==> src/rtl/arb_pkg.sv <==
// Shared types and constants for the 8-line round-robin arbiter and its
// rotating priority search.
package arb_pkg;

  localparam int NUM_LINES = 8;
  localparam int IDX_W     = 3;

  typedef enum logic [0:0] {
    ST_IDLE  = 1'b0,
    ST_GRANT = 1'b1
  } arb_state_e;

  typedef logic [NUM_LINES-1:0] onehot_t;
  typedef logic [IDX_W-1:0]     idx_t;

  // Line index after i, wrapping 7 -> 0 through the natural 3-bit overflow.
  function automatic idx_t next_idx(idx_t i);
    return i + idx_t'(1);
  endfunction

endpackage

==> src/rtl/round_robin_arbiter_8_if.sv <==
// Request/grant bundle between the requesting lines (master) and the
// arbiter (slave).
interface round_robin_arbiter_8_if;
  import arb_pkg::*;

  onehot_t req_lines;
  logic    release_in;
  onehot_t grant_lines;
  logic    grant_valid;
  logic    timeout_pulse;

  modport master (
    output req_lines,
    output release_in,
    input  grant_lines,
    input  grant_valid,
    input  timeout_pulse
  );

  modport slave (
    input  req_lines,
    input  release_in,
    output grant_lines,
    output grant_valid,
    output timeout_pulse
  );

endinterface

==> src/rtl/rr_pick.sv <==
// Rotating first-set search: the lowest-numbered request at or above ptr,
// wrapping 7 -> 0, reported as an index and as a one-hot vector.
module rr_pick
  import arb_pkg::*;
(
  input  onehot_t req,
  input  idx_t    ptr,
  output logic    found,
  output idx_t    idx,
  output onehot_t onehot
);

  always_comb begin
    idx_t cand;
    // NOTE: every output gets a default before the search loop; without it,
    // the no-request path would leave them unassigned and infer latches.
    found  = 1'b0;
    idx    = '0;
    onehot = '0;
    cand   = '0;
    for (int i = 0; i < NUM_LINES; i++) begin
      cand = ptr + idx_t'(i);
      if (!found && req[cand]) begin
        found        = 1'b1;
        idx          = cand;
        onehot[cand] = 1'b1;
      end
    end
  end

endmodule

==> src/rtl/round_robin_arbiter_8.sv <==
// Registered round-robin arbiter: one-hot grant held until release, request
// drop or hold timeout, with a mandatory idle cycle between grants.
module round_robin_arbiter_8 #(
  parameter int NUM_LINES = 8,
  parameter int MAX_HOLD  = 16
) (
  input logic                    clk,
  input logic                    rst_n,
  round_robin_arbiter_8_if.slave arb
);
  import arb_pkg::*;

  // A zero MAX_HOLD disables the timeout; keep the counter at least 1 bit.
  localparam int CNT_W = (MAX_HOLD > 0) ? $clog2(MAX_HOLD + 1) : 1;
  localparam logic [CNT_W-1:0] HOLD_LAST = CNT_W'((MAX_HOLD > 0) ? MAX_HOLD - 1 : 0);

  arb_state_e           state;
  idx_t                 ptr;
  idx_t                 owner;
  logic [CNT_W-1:0]     hold_cnt;
  onehot_t              grant_q;
  logic                 valid_q;
  logic                 pulse_q;

  logic                 pick_found;
  idx_t                 pick_idx;
  logic [NUM_LINES-1:0] pick_onehot;

  logic                 end_release;
  logic                 end_drop;
  logic                 end_timeout;
  logic                 end_any;

  rr_pick u_pick (
    .req    (arb.req_lines),
    .ptr    (ptr),
    .found  (pick_found),
    .idx    (pick_idx),
    .onehot (pick_onehot)
  );

  assign end_release = arb.release_in;
  assign end_drop    = !arb.req_lines[owner];
  assign end_timeout = (MAX_HOLD != 0) && (hold_cnt == HOLD_LAST);
  assign end_any     = end_release || end_drop || end_timeout;

  // NOTE: all state below is updated with non-blocking assignments so every
  // register samples pre-edge values, independent of statement order.
  always_ff @(posedge clk or negedge rst_n) begin
    if (!rst_n) begin
      state    <= ST_IDLE;
      ptr      <= '0;
      owner    <= '0;
      hold_cnt <= '0;
      grant_q  <= '0;
      valid_q  <= 1'b0;
      pulse_q  <= 1'b0;
    end else begin
      pulse_q <= 1'b0;
      case (state)
        ST_IDLE: begin
          if (pick_found) begin
            state    <= ST_GRANT;
            owner    <= pick_idx;
            grant_q  <= pick_onehot;
            valid_q  <= 1'b1;
            hold_cnt <= '0;
          end
        end
        ST_GRANT: begin
          if (end_any) begin
            state   <= ST_IDLE;
            grant_q <= '0;
            valid_q <= 1'b0;
            ptr     <= next_idx(owner);
            // Only a pure timeout is reported; a coincident release or drop wins.
            pulse_q <= end_timeout && !end_release && !end_drop;
          end else begin
            hold_cnt <= hold_cnt + CNT_W'(1);
          end
        end
        default: state <= ST_IDLE;
      endcase
    end
  end

  assign arb.grant_lines   = grant_q;
  assign arb.grant_valid   = valid_q;
  assign arb.timeout_pulse = pulse_q;

endmodule

==> src/flat_wrapper.sv <==
// flat-port wrapper written by rule: the top's interface ports become plain ports
module round_robin_arbiter_8_flat import arb_pkg::*;
#(
  parameter int NUM_LINES = 8,
  parameter int MAX_HOLD  = 16
)
  (clk, rst_n, arb_req_lines, arb_release_in, arb_grant_lines, arb_grant_valid, arb_timeout_pulse);
  round_robin_arbiter_8_if arb_i ();
  input logic clk;
  input logic rst_n;
  input wire logic [$bits(arb_i.req_lines)-1:0] arb_req_lines;
  input wire logic [$bits(arb_i.release_in)-1:0] arb_release_in;
  output wire logic [$bits(arb_i.grant_lines)-1:0] arb_grant_lines;
  output wire logic [$bits(arb_i.grant_valid)-1:0] arb_grant_valid;
  output wire logic [$bits(arb_i.timeout_pulse)-1:0] arb_timeout_pulse;
  assign arb_i.req_lines = arb_req_lines;
  assign arb_i.release_in = arb_release_in;
  assign arb_grant_lines = arb_i.grant_lines;
  assign arb_grant_valid = arb_i.grant_valid;
  assign arb_timeout_pulse = arb_i.timeout_pulse;
  round_robin_arbiter_8 #(.NUM_LINES(NUM_LINES), .MAX_HOLD(MAX_HOLD)) u_core (.clk(clk), .rst_n(rst_n), .arb(arb_i));
endmodule
==> config.mk <==
export PLATFORM = sky130hd
export DESIGN_NAME = round_robin_arbiter_8_flat
export DESIGN_NICKNAME = d
export VERILOG_FILES = /design/src/rtl/arb_pkg.sv /design/src/rtl/round_robin_arbiter_8_if.sv /design/src/rtl/rr_pick.sv /design/src/rtl/round_robin_arbiter_8.sv /design/src/flat_wrapper.sv
export SDC_FILE = /design/constraint.sdc
export NUM_CORES = 1
export LEC_CHECK = 0
export ABC_AREA = 1
export CORE_ASPECT_RATIO = 1.1
export CORE_MARGIN = 4
export CORE_UTILIZATION = 48
export CTS_CLUSTER_SIZE = 8
export DETAILED_ROUTE_END_ITERATION = 10
export PLACE_DENSITY = 0.76
export SYNTH_ARGS = -nofsm -noshare
export SYNTH_HDL_FRONTEND = slang
export SYNTH_SLANG_ARGS = --single-unit
==> constraint.sdc <==
create_clock -name clk -period 3.6 [get_ports clk]
set_input_delay 0.9 -clock clk [delete_from_list [all_inputs] [get_ports clk]]
set_output_delay 0.9 -clock clk [all_outputs]
set_load 0.02 [all_outputs]
[Yosys cells after proc, flatten, opt, wreduce, memory -nomap -nowiden]
Index checks and enable logic that the tools add are counted.
Word-level totals
  word-level logic and storage cells: 149
  output and inout bits: 10
  flip-flop bits (word level): 22
Operators by class
  equal/unequal tests: 4
  bitwise gates (word level): 8
  muxes and demuxes: 72
  reductions and logical operators: 32
  add/sub/neg operators: 9
  $lt $le $gt $ge: 17
Operators with widths (number)
  $mux 8: 10
  $or 8x8->8: 7
  $lt 3x4->1 const B: 9
  $mux 1: 31
  $bmux 1 s3: 9
  $demux 1 s3: 8
  $ge 3x1->1 const B: 8
  $mux 3: 8
  $logic_and 1x1->1: 17
  $pmux 8 s2: 1
  $add 3x3->3 const B: 4
  $mux 5: 2
  $pmux 5 s2: 1
  $logic_not 1->1: 9
  $reduce_and 2->1: 4
  $add 3x1->3 const B: 2
  $add 3x2->3 const B: 2
  $add 5x1->5 const B: 1
  $eq 5x4->1 const B: 1
  $ne 2x2->1 const B: 2
  $pmux 1 s2: 2
  $logic_or 1x1->1: 2
  $ne 2x1->1 const B: 1
  $not 1->1: 1

[Longest topological paths before layout]
Gate-level depths: netlist of the first run.
  word-level depth: 26
  depth in mapped cells: 19

[Modules after synthesis]
A second synthesis of the first run with hierarchy kept.
Unflattened totals
  cells, all modules: 442
  area, all modules: 2715.1 um^2
Modules (own cells, without submodules)
  rr_pick: seq. area each 0.0 um^2, cells an instance 307, times used 1, area an instance 1546.5 um^2
  round_robin_arbiter_8: seq. area each 550.5 um^2, cells an instance 135, times used 1, area an instance 1168.6 um^2

[Worst setup path after synthesis of the first run]
No wires, ideal clock.
  path kind: register to register
  start point: register u_core.ptr[0]
  end point: register u_core.owner[2]
  path slack: 0.978 ns
  data required time: 3.487 ns
  stages on the path, launching flop included: 18
  period minus slack after synthesis: 2.622 ns
  arrival time: 2.509 ns
  path through: dfrtp_1 -> inv_2 -> buf_6 -> clkbuf_1 -> ha_1 -> inv_1 -> nand3_1 -> nand3_1 -> nand2_4 -> nor2_8 -> nand4_4 -> buf_2 -> nor2_1 -> nand2_1 -> nand3_1 -> nand2_1 -> nand2_1 -> inv_1
On the way
  cells in the longest elaborated chain, start to end: 25
  elaborated cells on any way between the ends: 54
RTL lines
  start: declaration: line round_robin_arbiter_8.sv:18  | idx_t ptr;
  start signal: assignment: line round_robin_arbiter_8.sv:75  | ptr <= next_idx(owner);
  parallel branches: the longest is 25 deep, another holds $add 3x1->3
  end signal: assignment: line round_robin_arbiter_8.sv:64  | owner <= pick_idx;
  end: declaration: line round_robin_arbiter_8.sv:19  | idx_t owner;
Several ways; the timed one is not identified. The select of a mux whose other input is x is not followed.
A chain may end at the register's enable or synchronous reset.

[Final worst setup path of the first run]
  start point: input port arb_req_lines[7]
  end point: register u_core.grant_q[4] (netlist: u_core.arb.grant_lines[4])
On the way
  cells in the longest elaborated chain, start to end: 26
  elaborated cells on any way between the ends: 63
RTL lines
  start: declaration: line flat_wrapper.sv:11  | input wire logic [$bits(arb_i.req_lines)-1:0] arb_req_lines;
  $bmux 1 s3: line rr_pick.sv:23  | if (!found && req[cand]) begin
  $mux 1 (implied by the code): line rr_pick.sv:23
  $mux 1: line rr_pick.sv:23
  $logic_not 1->1: line rr_pick.sv:23
  $logic_and 1x1->1: line rr_pick.sv:23
  $mux 1: line rr_pick.sv:23
  $logic_not 1->1: line rr_pick.sv:23
  $logic_and 1x1->1: line rr_pick.sv:23
  [... 10 more ...]
  $logic_not 1->1: line rr_pick.sv:23
  $logic_and 1x1->1: line rr_pick.sv:23
  $mux 1: line rr_pick.sv:23
  $logic_not 1->1: line rr_pick.sv:23
  $logic_and 1x1->1: line rr_pick.sv:23
  $mux 8 or $mux 1 (tied branches): line rr_pick.sv:23
  $mux 8 or $ne 2x1->1 (tied branches)
  $pmux 8 s2 or $reduce_and 2->1 (tied branches)
  end signal: assignment: line round_robin_arbiter_8.sv:65  | grant_q <= pick_onehot;
  end: declaration: line round_robin_arbiter_8.sv:21  | onehot_t grant_q;
Parallel ways exist; a longest one is shown, timed or not. The select of a mux whose other input is x is not followed.

==> summary.md, run 1 <==
| Metric | Value |
|---|---|
| Std-Cell Rows | `27` |
| GRT overflow | `0` |
| CTS tree | `done` |
| Initial drt markers | `253` |
| Share of the synthesized area in the top cell type | `0.220` |
| Status | `completed` |
| Root buf cell | `clkbuf_8` |
| CP Max Fanout | `13` |
| Fraction of layout cells with a size suffix above 1 | `0.0751` |
| Ys Warns | `0` |
| Vias in the first global route | `2507` |
| Initial antenna violation count | `0` |
| Antenna diodes | `0` |
| Die ar. | `6430 um2` |
| Core area | `5030 um2` |
| Post-Synthesis Cell Area | `2500 um2` |
| Drt wl/cell | `13.5 um` |
| Slew margin rel. | `0.374` |
| CP Data Arrival Time | `3.15 ns` |
| Cell count after synthesis | `414` |
| # hold bufs at CTS | `0` |
| First drt pass iteration count | `7` |
| Synth area leader | `dfrtp_1` |
| Final worst path period share | `0.833` |
| CP startpoint | `arb_req_lines[7]` |
| Post-route design area | `2780 um2` |
| Setup WS pre-CTS | `0.385 ns` |
| Worst-case clock buffer depth | `2` |
| Type of the worst setup path | `in -> reg` |
| Clk_skew | `0.00505 ns` |
| Max Cap Violations | `0` |
| Worst hold path startpoint | `u_core.arb.grant_valid` |
| DR DRC count | `0` |
| Total number of vias | `2753` |
| Die Wd | `76.8 um` |
| Syn Area/Cell | `6.04 um2` |
| Placed Area | `2710 um2` |
| Seq/Total Area, Yosys | `0.220` |
| CTS Sinks | `22` |
| Final hold vios | `0` |
| Critical path launch point type | `input port` |
| Gr usage total | `0.208` |
| WL final | `6.52 mm` |
| Worst min path class | `reg -> reg` |
| Post-layout net count | `447` |
| Critical Path End Type | `flip-flop` |
| # setup viols final | `0` |
| CTS resizes | `0` |
| Max-slew violation count | `0` |
| Max Fclk | `0.334 GHz` |
| DPL Wire Length | `5.02 mm` |
| Largest net degree at the start of global routing | `24` |
| Worst setup margin | `0.602 ns` |
| Die height | `83.7 um` |
| Worst-Margin Slew | `0.935 ns` |
| Fillers | `498` |
| Ports | `21` |
| First-pass GRT wire length | `11.4 mm` |
| CTS buffer count | `3` |
| Synth cell types | `33` |
| # port buffers | `20` |
| Skew-Pair Late Insertion Delay | `0.26 ns` |
| Crit Reg-Reg Startpoint | `u_core.ptr[0]` |
| RSZ-0062 raised after global routing | `no` |
| Synth Register Bits | `22` |
| Syn-to-layout area delta | `11.2%` |
| Routability cong. | `0.982` |
| Clock period minus final worst setup slack | `3.00 ns` |
| Number of vias per cell | `5.69` |
| CTS clk-pin slew, worst paths | `0.08 ns` |
| Initial Utilization | `0.497` |
| H-tree levels | `1` |
| Post-CTS setup buffers | `0` |
| Fin Setup TNS | `0 ns` |
| Critical Path RT | `3.75 ns` |
| ANT nets after route | `0` |
| Mapped Nets | `434` |
| Synth top area cells | `dfrtp_1 (22%), nand3_1 (17%), nand2_1 (15%)` |
-- metal layers --
layer / track usage / wire length [um] / vias up
li1: - / - / 1398
met1: 0.280 / 2950 / 1231
met2: 0.345 / 3120 / 118
met3: 0.0248 / 370 / 6
met4: 0.0692 / 74 / 0
met5: 0 / 0 / -
-- cells in the mapped netlist (all sizes together) --
cell type and number:
inv 42, clkinv 2, xnor2 2, nand3b 1, o22ai 3, o21ai 12
clkbuf 5, nand3 87, a21oi 4, dfrtp 22, o21bai 2, mux2i 2
ha 9, nor2 51, nand4 19, buf 14, xor2 1, nand2 111
nor3 25
-- cell families (layout without fill, tap and decap cells) --
kind of cell,Yosys count,count (layout),synth area share
AO/OA/AOI/OAI,21,21,0.0470
XOR/XNOR,3,3,0.0105
adder cells (fa/ha/maj),9,9,0.0450
buffers and inverters,63,75,0.113
flip-flops,22,22,0.220
multiplexers,2,2,0.00801
AND/OR/NAND/NOR,294,294,0.557
-- per-stage QoR --
step                utilization  cells  hold WS [ns]
finish                    0.552    484         0.485
global route              0.552    484         0.532
CTS                       0.552    484         0.486
detailed placement        0.538    480         0.463
global placement          0.538    480         0.456
floorplan                     -    414         0.480
-- layout make-up --
cell class / instances / area (um2) / area share
multi-input combinational: 329 / 1670 / 0.600
timing repair buffer: 27 / 253 / 0.0909
tap: 58 / 72.6 / 0.0261
sequential: 22 / 551 / 0.198
clock inverter: 1 / 30.0 / 0.0108
inverter: 44 / 165 / 0.0594
clock buffer: 3 / 41.3 / 0.0149
-- critical path: stages --
cell and delay (ns):
clkdlybuf4s50_1 0.51, nand2_1 0.09, nand3_1 0.11, nand3_1 0.13, nand2_2 0.30, inv_1 0.26
nand3_2 0.23, nor2_1 0.06, nor2_1 0.13, nand3_1 0.09, nor2_1 0.12, nand3_1 0.10
nand2_1 0.07, nand2_1 0.06
-- sequential cells by signal, summed over array words and instances, names as in the netlist --
register	flops
u_core.arb.grant_lines	8
u_core.arb.grant_valid	1
u_core.arb.timeout_pulse	1
u_core.hold_cnt	5
u_core.owner	3
u_core.ptr	3
u_core.state	1
-- placed cells by master, fill, tap and decap left out, types with 2 or more instances in the layout --
cell type,synthesis,layout
dfrtp_1,22,22
clkbuf_8,0,3
nand4_1,18,18
o21ai_0,11,11
nand2_4,2,2
nand2_2,6,6
clkinv_1,2,2
mux2i_1,2,2
nor3_1,25,25
nor2_1,47,47
o22ai_1,3,3
nand3_1,86,86
ha_1,9,9
clkdlybuf4s50_1,0,20
nor2_4,2,2
inv_1,37,37
a21oi_1,4,4
buf_4,5,7
nand2_1,103,103
inv_2,5,5
xnor2_1,2,2
-- path summary, 6_finish.rpt --
check | endpoint | cells after the start | slack (ns)
setup / recovery | u_core.arb.grant_lines[4] | 14 | 0.60
hold / removal | u_core.arb.grant_valid | 2 | 0.48
setup reg to reg | u_core.arb.grant_lines[0] | 14 | 0.65
hold reg to reg | u_core.arb.grant_valid | 2 | 0.48
max in group asynchronous | u_core.hold_cnt[4] | 1 | 1.87
min in group asynchronous | u_core.arb.grant_valid | 1 | 1.16
Power of run 1 is left out: the tool's default activity adds up to more than one toggle a clock period on the data nets, which glitch-free logic cannot reach.
==> inputs of run 2 (changes only) <==
--- a/config.mk
+++ b/config.mk
@@ -11,7 +11,7 @@
 export CORE_UTILIZATION = 48
 export CTS_CLUSTER_SIZE = 8
 export DETAILED_ROUTE_END_ITERATION = 10
-export PLACE_DENSITY = 0.76
+export PLACE_DENSITY = 0.79
 export SYNTH_ARGS = -nofsm -noshare
 export SYNTH_HDL_FRONTEND = slang
 export SYNTH_SLANG_ARGS = --single-unit
==> constraint.sdc (replaced) <==
create_clock -name clk -period 2.6 [get_ports clk]
set_input_delay 0.65 -clock clk [delete_from_list [all_inputs] [get_ports clk]]
set_output_delay 0.65 -clock clk [all_outputs]
set_load 0.02 [all_outputs]
==> run 2 against run 1 <==
  * Sequential share of layout area shrank 1.6 points
  * Die area is the same
  * Count of clock-buffer cells in the layout rose by 1
  * Via count up 7.0%
  * Clock skew fell by 0.0025 ns
  * Highest routed layer unchanged
==> summary.md, run 2 (synthesized netlist as in run 1, its figures left out) <==
| Metric | Value |
|---|---|
| R2R Setup Slk | `0.19 ns (-0.46 ns)` |
| Final worst path period share | `0.927` |
| Ports | `21 (unchanged)` |
| Setup WS pre-CTS | `-0.0969 ns (-0.482 ns)` |
| Slew margin rel. | `0.702 (+0.327)` |
| Die Wd | `76.8 um (unchanged)` |
| DR WL met3 | `284 um (-23%)` |
| CP endpoint | `u_core.arb.grant_lines[5]` |
| Fillers | `474 (-4.8%)` |
| Worst-Margin Slew | `0.447 ns (-0.489 ns)` |
| Max Fclk | `0.415 GHz` |
| # hold bufs at CTS | `0 (unchanged)` |
| Crit Reg-Reg Startpoint | `u_core.ptr[0]` |
| CTS Sinks | `22 (unchanged)` |
| Final hold vios | `0 (unchanged)` |
| WL final | `7.37 mm (+13%)` |
| H-tree levels | `1 (unchanged)` |
| First-pass GRT wire length | `12.6 mm (+10%)` |
| GRT overflow | `0 (unchanged)` |
| Skew-Pair Late Insertion Delay | `0.26 ns (about the same)` |
| Max Cap Violations | `0 (unchanged)` |
| CTS buffer count | `3 (unchanged)` |
| CP Max Fanout | `20 (+7)` |
| Worst min path class | `reg -> reg` |
| Initial drt markers | `260 (+2.8%)` |
| # port buffers | `20 (unchanged)` |
| Total number of vias | `2945 (+7.0%)` |
| Routed metal-1 wire length | `3.24 mm (+9.6%)` |
| Final core occ | `0.602 (+0.0500)` |
| DPL Wire Length | `5.78 mm (+15%)` |
| Multi-input logic area | `1690 um2 (+1.5%)` |
| Largest net degree at the start of global routing | `23 (-4.2%)` |
| Routability cong. | `0.961 (-2.1%)` |
| Critical Path End Type | `flip-flop` |
| CP Data Arrival Time | `2.61 ns (-0.54 ns)` |
| Die ar. | `6430 um2 (unchanged)` |
| Routed wl met2 | `3.73 mm (+20%)` |
| Worst-case clock buffer depth | `2 (unchanged)` |
| Std-Cell Rows | `27 (unchanged)` |
| Clock period minus final worst setup slack | `2.41 ns` |
| Fraction of layout cells with a size suffix above 1 | `0.147 (+0.0718)` |
| Most frequent cells in the layout | `nand2_1 (103), nand3_1 (85), nor2_1 (46), inv_1 (35), buf_4 (34)` |
| Antenna diodes | `0 (unchanged)` |
| Critical Path RT | `2.80 ns (-0.95 ns)` |
| Post-layout net count | `477 (+6.7%)` |
| RSZ-0062 raised after global routing | `no` |
| Core area | `5030 um2 (unchanged)` |
| Max Used Layer | `met4` |
| Crit Reg-Reg Endpoint | `u_core.arb.grant_lines[5]` |
| DR DRC count | `0 (unchanged)` |
| Number of vias per cell | `5.73 (+0.73%)` |
| CP startpoint | `arb_req_lines[7]` |
| Initial Utilization | `0.497 (unchanged)` |
| Placed Area | `2930 um2 (+8.1%)` |
| Vias in the first global route | `2757 (+10%)` |
| Commonest non-fill, non-tap cell in the layout | `nand2_1` |
| Clk_skew | `0.00256 ns (-0.00249 ns)` |
| Status | `completed` |
| ANT nets after route | `0 (unchanged)` |
| CTS tree | `done` |
| R2R depth | `16 (+2)` |
| Type of the worst setup path | `in -> reg` |
| # setup viols final | `0 (unchanged)` |
| Register Area | `551 um2 (unchanged)` |
| Gr usage total | `0.232 (+0.0235)` |
| Syn-to-layout area delta | `21.3%` |
| Fin Setup TNS | `0 ns (unchanged)` |
| Root buf cell | `clkbuf_8` |
| First drt pass iteration count | `5 (-2)` |
| Drt wl/cell | `14.3 um (+6.4%)` |
| Worst setup margin | `0.191 ns (-0.411 ns)` |
| Max-slew violation count | `0 (unchanged)` |
| Critical path launch point type | `input port` |
| Initial antenna violation count | `0 (unchanged)` |
| CTS clk-pin slew, worst paths | `0.07 ns (about the same)` |
| Largest register FFs | `8 (unchanged)` |
| Die height | `83.7 um (unchanged)` |
| Post-route design area | `3030 um2 (+9.0%)` |
[run 2: cell types whose count changed in the layout (fill, tap and decap cells not counted), moves of 2 or more]
cell | before | now
buf_4 | 7 | 34
buf_12 | 0 | 2
inv_1 | 37 | 35
inv_2 | 5 | 7
nor2_2 | 1 | 3
[run 2: critical path: stages]
cell             delay (ns)
clkdlybuf4s50_1        0.45
nand2_1                0.11
nand3_1                0.10
nand3_1                0.14
nand2_2                0.09
buf_4                  0.16
nor2_8                 0.12
nand4_4                0.09
nor2_4                 0.19
buf_12                 0.17
nand4_1                0.08
nand3_1                0.11
nand2_1                0.06
nand2_1                0.07
[run 2: final cells by class]
cell class / instances / area share
Tap cell: 58 / 0.0239
Multi-Input combinational cell: 330 / 0.558
Clock buffer: 4 / 0.0182
Timing Repair Buffer: 56 / 0.163
Sequential cell: 22 / 0.182
Inverter: 44 / 0.0545
[run 2: how the worst min path moves through the flow]
stage | from | end | slack [ns] | cells past startpoint
6_report | u_core.arb.grant_valid | u_core.arb.grant_valid | 0.49 | 2
5_1_grt | u_core.arb.grant_lines[7] | u_core.arb.grant_lines[7] | 0.54 | 2
4_1_cts | u_core.arb.grant_valid | u_core.arb.grant_valid | 0.50 | 2
3_5_place_dp | u_core.arb.grant_valid | u_core.arb.grant_valid | 0.46 | 2
3_3_place_gp | u_core.arb.grant_valid | u_core.arb.grant_valid | 0.46 | 2
2_1_floorplan | rst_n | u_core.arb.grant_lines[0] | 0.35 | 0
[run 2: repair_timing]
item                                    in CTS  in global routing
endpoints found under the setup margin       0                 18
buffers inserted                             0                  3
resized for setup                            0                  6
[run 2: per-stage QoR]
step	hold WS, ns	cells
final	0.493	514
after detailed placement	0.458	506
after global placement	0.464	506
after global routing	0.536	514
after CTS	0.502	510
after floorplan	0.354	414
[run 2: routing by layer]
layer | GRT usage | up-vias
met2 | 0.410 | 94
met1 | 0.296 | 1371
li1 | - | 1464
met5 | 0 | -
met3 | 0.0130 | 16
met4 | 0.0807 | 0
Power of run 2 is left out for the same reason.
==> inputs of run 3 (changes only) <==
--- a/config.mk
+++ b/config.mk
@@ -6,12 +6,13 @@
 export NUM_CORES = 1
 export LEC_CHECK = 0
 export ABC_AREA = 1
+export CAP_MARGIN = 20
 export CORE_ASPECT_RATIO = 1.1
 export CORE_MARGIN = 4
-export CORE_UTILIZATION = 48
+export CORE_UTILIZATION = 53
 export CTS_CLUSTER_SIZE = 8
 export DETAILED_ROUTE_END_ITERATION = 10
-export PLACE_DENSITY = 0.79
+export PLACE_DENSITY = 0.85
 export SYNTH_ARGS = -nofsm -noshare
 export SYNTH_HDL_FRONTEND = slang
 export SYNTH_SLANG_ARGS = --single-unit
==> run 3 against run 2 <==
  * Routed wire length fell by 1.6%
  * Hold slack got worse by 0.0048 ns
  * Critical path depth increased by 1
  * Clock skew up 0.00092 ns
  * Cell area grew 0.78%
  * Final cell count is 1.8% lower
  * Utilization up 8.6 points
  * Global-route usage is 2.1 points higher
  * Via count up 0.24%
  * Maximum frequency is 5.0% lower
  * Worst setup slack got worse by 0.13 ns
  * Non-clock buffer count down 6
  * Critical endpoint is now u_core.owner[2]
==> summary.md, run 3 (synthesized netlist as in run 1, its figures left out) <==
| Metric | Value |
|---|---|
| Hold_ws | `0.488 ns (-0.00479 ns)` |
| Clock period minus final worst setup slack | `2.54 ns (+0.127 ns)` |
| Highest-delay cell along the critical path | `clkdlybuf4s50_1` |
| Post-route design area | `3060 um2 (+0.78%)` |
| Initial drt markers | `373 (+43%)` |
| CP max stage delay | `0.45 ns (about the same)` |
| Fraction of layout cells with a size suffix above 1 | `0.149 (+0.00196)` |
| Die ar. | `5880 um2 (-8.5%)` |
| Post-layout net count | `471 (-1.3%)` |
| First-pass GRT wire length | `12.0 mm (-4.5%)` |
| Largest net degree at the start of global routing | `23 (unchanged)` |
| # port buffers | `20 (unchanged)` |
| ANT nets after route | `0 (unchanged)` |
| Critical path launch point type | `input port` |
| Initial antenna violation count | `1 (+1)` |
| CTS Sinks | `22 (unchanged)` |
| CP Max Fanout | `10 (-50%)` |
| Max Cap Violations | `0 (unchanged)` |
| Gr usage total | `0.253 (+0.0211)` |
| DR WL met3 | `507 um (+79%)` |
| Critical Path End Type | `flip-flop` |
| Die height | `80.0 um (-4.4%)` |
| Most frequent cells in the layout | `nand2_1 (101), nand3_1 (80), nor2_1 (46), inv_1 (35), buf_4 (26)` |
| Worst-Margin Slew | `0.440 ns (-0.00702 ns)` |
| Number of vias per cell | `5.85 (+2.0%)` |
| CTS resizes | `0 (unchanged)` |
| CTS clk-pin slew, worst paths | `0.08 ns (about the same)` |
| Worst setup margin | `0.0644 ns (-0.127 ns)` |
| Commonest non-fill, non-tap cell in the layout | `nand2_1` |
| Max Fclk | `0.394 GHz (-5.0%)` |
| Slew margin rel. | `0.706 (+0.00469)` |
| Placed Area | `2900 um2 (-0.94%)` |
| Core area | `4440 um2 (-12%)` |
| Initial Utilization | `0.563 (+0.0662)` |
| H-tree levels | `1 (unchanged)` |
| Max Used Layer | `met4` |
| Final hold vios | `0 (unchanged)` |
| Max-slew violation count | `0 (unchanged)` |
| Total number of vias | `2952 (+0.24%)` |
| Routed metal-1 wire length | `3.18 mm (-1.8%)` |
| CP Data Arrival Time | `2.70 ns (+0.09 ns)` |
| R2R Setup Slk | `0.17 ns (-0.02 ns)` |
| Critical Path RT | `2.76 ns (-0.04 ns)` |
| Routed wl met2 | `3.41 mm (-8.6%)` |
| DR DRC count | `0 (unchanged)` |
| # hold bufs at CTS | `0 (unchanged)` |
| CTS tree | `done` |
| Routability cong. | `0.928 (-3.5%)` |
| Root buf cell | `clkbuf_8` |
| GRT overflow | `0 (unchanged)` |
| Die Wd | `73.5 um (-4.3%)` |
| Post-CTS setup buffers | `0 (unchanged)` |
| Crit path top cell by count | `nand2_1` |
| CP delay by family, top | `simple AND/OR/NAND/NOR gates` |
| Clk_skew | `0.00348 ns (+0.000917 ns)` |
| Vias in the first global route | `2607 (-5.4%)` |
| # setup viols final | `0 (unchanged)` |
| CTS buffer count | `3 (unchanged)` |
| Setup WS pre-CTS | `-0.112 ns (-0.0148 ns)` |
| Skew-Pair Late Insertion Delay | `0.26 ns (about the same)` |
| Syn-to-layout area delta | `22.2%` |
| First drt pass iteration count | `5 (unchanged)` |
| Drt wl/cell | `14.4 um (+0.14%)` |
| Type of the worst setup path | `in -> reg` |
| Std-Cell Rows | `25 (-7.4%)` |
| Final worst path period share | `0.975 (+0.0487)` |
| Worst-case clock buffer depth | `2 (unchanged)` |
| Largest register FFs | `8 (unchanged)` |
| Worst Path Buf+Inv | `4 (+1)` |
| Ports | `21 (unchanged)` |
| DPL Wire Length | `5.43 mm (-6.0%)` |
| WL final | `7.25 mm (-1.6%)` |
| CP Cell Sequence | `clkdlybuf4s50_1 -> buf_4 -> nand2_1 -> nand3_1 -> nand2_1 -> nor2_1 -> nor2_2 -> nand4_4 -> buf_4 -> nor2_1 -> nand2_1 -> nand3_1 -> nand2_1 -> nand2_1 -> inv_1` |
| Status | `completed` |
| Worst min path class | `reg -> reg` |
run 3: cell types whose count changed in the layout (fill, tap and decap cells not counted), moves of 2 or more:
cell	change
nand3_1	-5
clkdlybuf4s50_1	-6
nand3_2	+4
buf_6	+2
nand2_1	-2
nand2_4	+2
dlymetal6s2s_1	+6
buf_4	-8
run 3: tightest hold or removal path: stages (launching register included):
cell and delay, ns:
dfrtp_1 0.35, nand2_1 0.06, nand2_1 0.05
run 3: final timing paths:
kind | endpoint | startpoint | cells past startpoint
worst max register to register | u_core.owner[2] | u_core.ptr[0] | 15
worst min register to register | u_core.arb.grant_valid | u_core.arb.grant_valid | 2
worst max-delay path | u_core.owner[2] | arb_req_lines[1] | 15
min in group asynchronous | u_core.arb.grant_valid | rst_n | 2
worst min-delay path | u_core.arb.grant_valid | u_core.arb.grant_valid | 2
max in group asynchronous | u_core.hold_cnt[2] | rst_n | 2
run 3: per-layer routing:
metal	vias to the layer above	GRT usage
li1	1450	-
met1	1337	0.352
met2	147	0.406
met3	18	0.0252
met4	0	0.0797
met5	-	0
run 3: final cells by class:
type	count	area, um2
diodes	1	2.50
flip-flops and latches	22	551
fillers	375	1390
inverters	44	169
repair buffers	50	473
clock buffers	4	55.1
well taps	54	67.6
multi-input cells	330	1740
run 3: stage by stage:
stage,util,instances,setup TNS (ns)
after floorplan,-,414,0
after global placement,0.653,499,-0.732
after detailed placement,0.653,499,-0.862
after CTS,0.666,503,0
after global routing,0.688,505,-0.140
final,0.688,505,0
Power of run 3 is left out for the same reason.
